## src/rtl/ppi_bus_sequencer.sv

```systemverilog
// Host-to-PPI bus-cycle sequencer: pulses the PPI reset, writes a power-up control
// word, then turns single-cycle host requests into CS/A/RD/WR strobe sequences.
module ppi_bus_sequencer #(
  parameter int         SETUP_CYC  = 2,
  parameter int         STROBE_CYC = 3,
  parameter int         HOLD_CYC   = 1,
  parameter int         PRST_CYC   = 4,
  parameter logic [7:0] INIT_CW    = 8'h9B,
  parameter int         CNT_W      = 4
) (
  input  logic       clk,
  input  logic       reset,
  input  logic       req_valid,
  output logic       req_ready,
  input  logic       req_we,
  input  logic [1:0] req_addr,
  input  logic [7:0] req_wdata,
  output logic       rsp_valid,
  output logic [7:0] rsp_rdata,
  output logic       rsp_err,
  output logic       init_done,
  output logic       ppi_reset,
  output logic       ppi_cs_n,
  output logic       ppi_rd_n,
  output logic       ppi_wr_n,
  output logic [1:0] ppi_a,
  output logic [7:0] ppi_d_out,
  output logic       ppi_d_oe,
  input  logic [7:0] ppi_d_in
);

  typedef enum logic [2:0] {PRST, IDLE, SETUP, STROBE, HOLD, DONE} state_t;

  localparam logic [CNT_W-1:0] PRST_END  = CNT_W'(PRST_CYC);
  localparam logic [CNT_W-1:0] SETUP_LD  = CNT_W'(SETUP_CYC - 1);
  localparam logic [CNT_W-1:0] STROBE_LD = CNT_W'(STROBE_CYC - 1);
  localparam logic [CNT_W-1:0] HOLD_LD   = CNT_W'(HOLD_CYC - 1);
  localparam logic [CNT_W-1:0] CNT_ONE   = CNT_W'(1);

  state_t           state;
  logic [CNT_W-1:0] cnt;
  logic             we_q;
  logic             init_q;
  logic [7:0]       cap_q;

  // ppi_a / ppi_d_out double as the latched request address and write data.
  always_ff @(posedge clk or negedge reset) begin
    if (!reset) begin
      state     <= PRST;
      cnt       <= '0;
      we_q      <= 1'b0;
      init_q    <= 1'b0;
      cap_q     <= 8'h00;
      req_ready <= 1'b0;
      rsp_valid <= 1'b0;
      rsp_rdata <= 8'h00;
      rsp_err   <= 1'b0;
      init_done <= 1'b0;
      ppi_reset <= 1'b1;
      ppi_cs_n  <= 1'b1;
      ppi_rd_n  <= 1'b1;
      ppi_wr_n  <= 1'b1;
      ppi_a     <= 2'd0;
      ppi_d_out <= 8'h00;
      ppi_d_oe  <= 1'b0;
    end else begin
      case (state)
        PRST: begin
          // Counts up from the cleared value so the pulse spans PRST_CYC full cycles.
          if (cnt == PRST_END) begin
            ppi_reset <= 1'b0;
            we_q      <= 1'b1;
            init_q    <= 1'b1;
            ppi_cs_n  <= 1'b0;
            ppi_a     <= 2'd3;
            ppi_d_out <= INIT_CW;
            ppi_d_oe  <= 1'b1;
            cnt       <= SETUP_LD;
            state     <= SETUP;
          end else begin
            cnt <= cnt + CNT_ONE;
          end
        end
        IDLE: begin
          if (req_valid && req_ready) begin
            req_ready <= 1'b0;
            we_q      <= req_we;
            init_q    <= 1'b0;
            if (!req_we && req_addr == 2'd3) begin
              // Control register is write-only: answer without touching the bus.
              rsp_valid <= 1'b1;
              rsp_err   <= 1'b1;
              rsp_rdata <= 8'hFF;
              state     <= DONE;
            end else begin
              ppi_cs_n <= 1'b0;
              ppi_a    <= req_addr;
              ppi_d_oe <= req_we;
              if (req_we) ppi_d_out <= req_wdata;
              cnt      <= SETUP_LD;
              state    <= SETUP;
            end
          end
        end
        SETUP: begin
          if (cnt == '0) begin
            ppi_rd_n <= we_q;
            ppi_wr_n <= !we_q;
            cnt      <= STROBE_LD;
            state    <= STROBE;
          end else begin
            cnt <= cnt - CNT_ONE;
          end
        end
        STROBE: begin
          if (cnt == '0) begin
            ppi_rd_n <= 1'b1;
            ppi_wr_n <= 1'b1;
            if (!we_q) cap_q <= ppi_d_in;
            cnt      <= HOLD_LD;
            state    <= HOLD;
          end else begin
            cnt <= cnt - CNT_ONE;
          end
        end
        HOLD: begin
          if (cnt == '0) begin
            ppi_cs_n <= 1'b1;
            ppi_d_oe <= 1'b0;
            state    <= DONE;
            if (!init_q) begin
              rsp_valid <= 1'b1;
              rsp_err   <= 1'b0;
              if (!we_q) rsp_rdata <= cap_q;
            end
          end else begin
            cnt <= cnt - CNT_ONE;
          end
        end
        DONE: begin
          rsp_valid <= 1'b0;
          init_done <= 1'b1;
          init_q    <= 1'b0;
          req_ready <= 1'b1;
          state     <= IDLE;
        end
        default: state <= PRST;
      endcase
    end
  end

endmodule

```

## config.mk

```make
export PLATFORM = sky130hd
export DESIGN_NAME = ppi_bus_sequencer
export DESIGN_NICKNAME = d
export VERILOG_FILES = /design/src/rtl/ppi_bus_sequencer.sv
export SDC_FILE = /design/constraint.sdc
export NUM_CORES = 1
export LEC_CHECK = 0
export ABC_AREA = 1
export BUFFER_PORTS_ARGS = -buffer_cell sky130_fd_sc_hd__buf_2
export CAP_MARGIN = 20
export CELL_PAD_IN_SITES_DETAIL_PLACEMENT = 0
export CELL_PAD_IN_SITES_GLOBAL_PLACEMENT = 1
export CORE_UTILIZATION = 40
export CTS_BUF_LIST = sky130_fd_sc_hd__clkbuf_16
export DETAILED_ROUTE_END_ITERATION = 6
export GPL_TIMING_DRIVEN = 1
export PLACE_DENSITY_LB_ADDON = 0.1
export SLEW_MARGIN = 20
export SYNTH_ARGS = -nofsm -noshare
export SYNTH_HDL_FRONTEND = slang
export SYNTH_SLANG_ARGS = --single-unit
```

## constraint.sdc

```tcl
create_clock -name clk -period 2.2 [get_ports clk]
set_clock_uncertainty 0.2 [all_clocks]
set_input_delay 0.11 -clock clk [delete_from_list [all_inputs] [get_ports clk]]
set_output_delay 0.11 -clock clk [all_outputs]
set_load 0.01 [all_outputs]
```

==> flow_summary.yaml <==
floorplanning:
  core_area_um2: 5570
  die_x_um: 78.5
  ios: 49
  die_y_um: 78.5
  initial_core_util_pct: 42.0
  die-area_um2: 6160
  row_count: 27
power_and_ir_drop:
  vdd_drop_max_mv: 0.631
  combPwrFrac_pct: 51.5
  fin_total_pwr_mw: 4.52
  p_seq_share_pct: 33.0
  p_sw_mw: 2.06
  intPower_mw: 2.46
  p_sw_share_pct: 45.5
  clockPowerShare_pct: 15.5
  p_leak_nw: 1.54
  power.density_nw_per_um2: 1520
setup_path:
  required_ns: 2.17
  r2r-start: "cnt[0]$_DFFE_PN0P_"
  reg2reg_depth: 9
  startpoint_type: "flop"
  critPathKind: "reg2reg"
  end_kind: "flop"
  ff2ff_setup_slack_ns: 0.15
  arrival_ns: 2.02
  r2r_end: "ppi_d_out[5]$_DFFE_PN0P_"
  crit_path_max_fanout: 18
synth:
  syn_nets: 319
  syn_area_um2: 2340
  yosys_warnings: 0
  yosysSeqAreaShare_pct: 47.3
  ys_ff_latch: 44
  synth_cell_type_count: 26
  avgSynthCellArea_um2: 7.93
  syn_inst: 295
worst_hold_path:
  min_path_cells: 4
  hold_path.class: "in2reg"
  min_to: "init_q$_DFFE_PN0P_"
  worstHoldStart: "req_valid"
timing:
  slew_viol_final: 0
  relSlewSlack_pct: 72.2
  setup_viol: 0
  hold_viol: 0
  fmax_mhz: 487
  worst_pin_slew_ns: 0.416
  grt_setup_unrepaired: "no"
  min_period_ns: 2.05
  tns_ns: 0
  fin_crit_sh_pct: 93.4
  setup_ws_ns: 0.145
cts:
  cts-htree-levels: 2
  worstSkewPairLatency_ns: 0.28
  clock_path_buffers: 2
  cts_resized: 0
  hold_buffers: 19
  cts_root_buffer: "clkbuf_16"
  tritoncts: "yes"
  cts.sinks: 44
  clkTransAtPathRegs_ns: 0.06
  cts_setup_buffers: 0
  cts_buffers: 5
layout:
  fin_nets: 390
  stdcell_count: 439
  n_antenna_cell: 0
  fillCellCount: 562
  area_delta_synth_final_pct: 27.0
  layout-drive-gt1-share_pct: 26.2
  mostFrequentLayoutCells: "98 x nand2_1, 48 x buf_2, 40 x dfrtp_1"
  final_common_cell: "nand2_1"
  design_area_um2: 2970
routing:
  ant_nets: 0
  wl_per_cell_um: 11.8
  dr.pass1.iters: 4
  wl_mm: 5.19
  route.detailed.drc: 0
  via_per_inst: 4.62
  vias: 2027
  drtIter0Drc: 106
place:
  dpl.hpwl_mm: 3.80
  gp_congestion: 0.792
  place_ws_ns: 0.160
  dp_cells: 412
  numPortBuffers: 48
  dpl_cell_area_um2: 2640
global_routing:
  grt_pass1_wl_mm: 8.91
  use_met3_pct: 3.60
  grt_pass1_vias: 1967
  grt-busiest-layer: "met2"
  gr-total-overflow: 0
  grt_use_met2_pct: 28.6
  grt_use_met1_pct: 26.0
  grt_antenna_before_repair: 0
  grt.total_usage_pct: 18.6
  grt_max_degree: 32
job:
  maxCapViolCount: 0
outcome:
  status: "finished clean"
-- metrics by stage --
| step | util (%) | hold WS [ns] |
|---|---|---|
| final | 53.3 | 0.00799 |
| after global routing | 53.3 | 0.0729 |
| after CTS | 53.3 | 0.0199 |
| after detailed placement | 47.4 | -0.176 |
| after global placement | 47.4 | -0.176 |
| after floorplan | - | -0.386 |
-- critical path: stages, from the launching register on --
cell and delay [ns]:
dfrtp_1 0.39, inv_1 0.17, ha_1 0.25, nand2_1 0.10
nor2_2 0.20, nor2_2 0.09, nor2_4 0.18, nand2_4 0.18
nand2_1 0.12, o21ai_2 0.05
-- power groups by stage --
stage / Clock, mW / Combinational (mW) / Sequential [mW]
floorplan: 0 / 1.68 / 1.54
global placement: 0 / 2.31 / 1.50
detailed placement: 0 / 2.32 / 1.51
CTS: 0.725 / 2.36 / 1.50
global route: 0.757 / 2.68 / 1.55
finish: 0.699 / 2.33 / 1.49
-- cells by family after synthesis --
group,synth area share [%]
buffers and inverters,7.17
flip-flops,47.3
AND/OR/NAND/NOR,33.6
adder cells (fa/ha/maj),1.07
AO/OA/AOI/OAI,10.5
XOR/XNOR,0.374
-- worst max path at each step --
stage               cells after the start               start                        to
global placement                        9  cnt[0]$_DFFE_PN0P_  ppi_d_out[5]$_DFFE_PN0P_
global route                            9  cnt[0]$_DFFE_PN0P_      state[0]$_DFFE_PN0P_
floorplan                               9  cnt[0]$_DFFE_PN0P_  ppi_d_out[2]$_DFFE_PN0P_
detailed placement                      9  cnt[0]$_DFFE_PN0P_  ppi_d_out[6]$_DFFE_PN0P_
CTS                                     9  cnt[0]$_DFFE_PN0P_  ppi_d_out[6]$_DFFE_PN0P_
finish                                  9  cnt[0]$_DFFE_PN0P_  ppi_d_out[5]$_DFFE_PN0P_
-- Yosys cell counts --
library cell | instances | area share (%)
nand3_1 | 17 | 3.6
nor2_1 | 33 | 5.3
nand2_4 | 5 | 2.4
inv_2 | 4 | 0.64
nand2_2 | 5 | 1.3
o21a_1 | 1 | 0.32
nor2_4 | 3 | 1.4
buf_6 | 3 | 1.4
ha_1 | 2 | 1.1
nand2_1 | 98 | 16
nor3_1 | 2 | 0.43
nand4_1 | 1 | 0.27
buf_4 | 1 | 0.32
buf_2 | 2 | 0.43
a21oi_1 | 8 | 1.7
o21ai_0 | 18 | 3.9
dfstp_2 | 4 | 4.5
inv_1 | 27 | 4.3
dfrtp_1 | 40 | 43
nor4_4 | 1 | 0.91
o21ai_1 | 1 | 0.21
o21ai_2 | 11 | 4.1
nor2_8 | 1 | 0.86
xnor2_1 | 1 | 0.37
o22ai_1 | 1 | 0.27
nor2_2 | 5 | 1.3
-- state kept, by name, summed over array words and instances (netlist names) --
register,count
init_q,1
ppi_d_out,8
ppi_reset,1
rsp_rdata,8
ppi_d_oe,1
ppi_rd_n,1
rsp_err,1
cap_q,8
ppi_cs_n,1
ppi_a,2
req_ready,1
ppi_wr_n,1
rsp_valid,1
init_done,1
we_q,1
state,3
cnt,4
-- area by class of cell --
| cell class | instances | area [µm²] | area share, % |
|---|---|---|---|
| Multi-Input combinational cell | 214 | 1070 | 35.9 |
| Timing Repair Buffer | 70 | 453 | 15.2 |
| Inverter | 31 | 116 | 3.92 |
| Tap cell | 72 | 90.1 | 3.03 |
| Clock inverter | 3 | 15.0 | 0.505 |
| Sequential cell | 44 | 1110 | 37.2 |
| Clock buffer | 5 | 125 | 4.21 |
-- routing by layer --
layer  up-vias  part of all wire [%]
li1       1063                     -
met1       923                    52
met2        36                    43
met3         5                   3.1
met4         0                   1.5
met5         -                     0
Power figures use the tool's default switching activity.
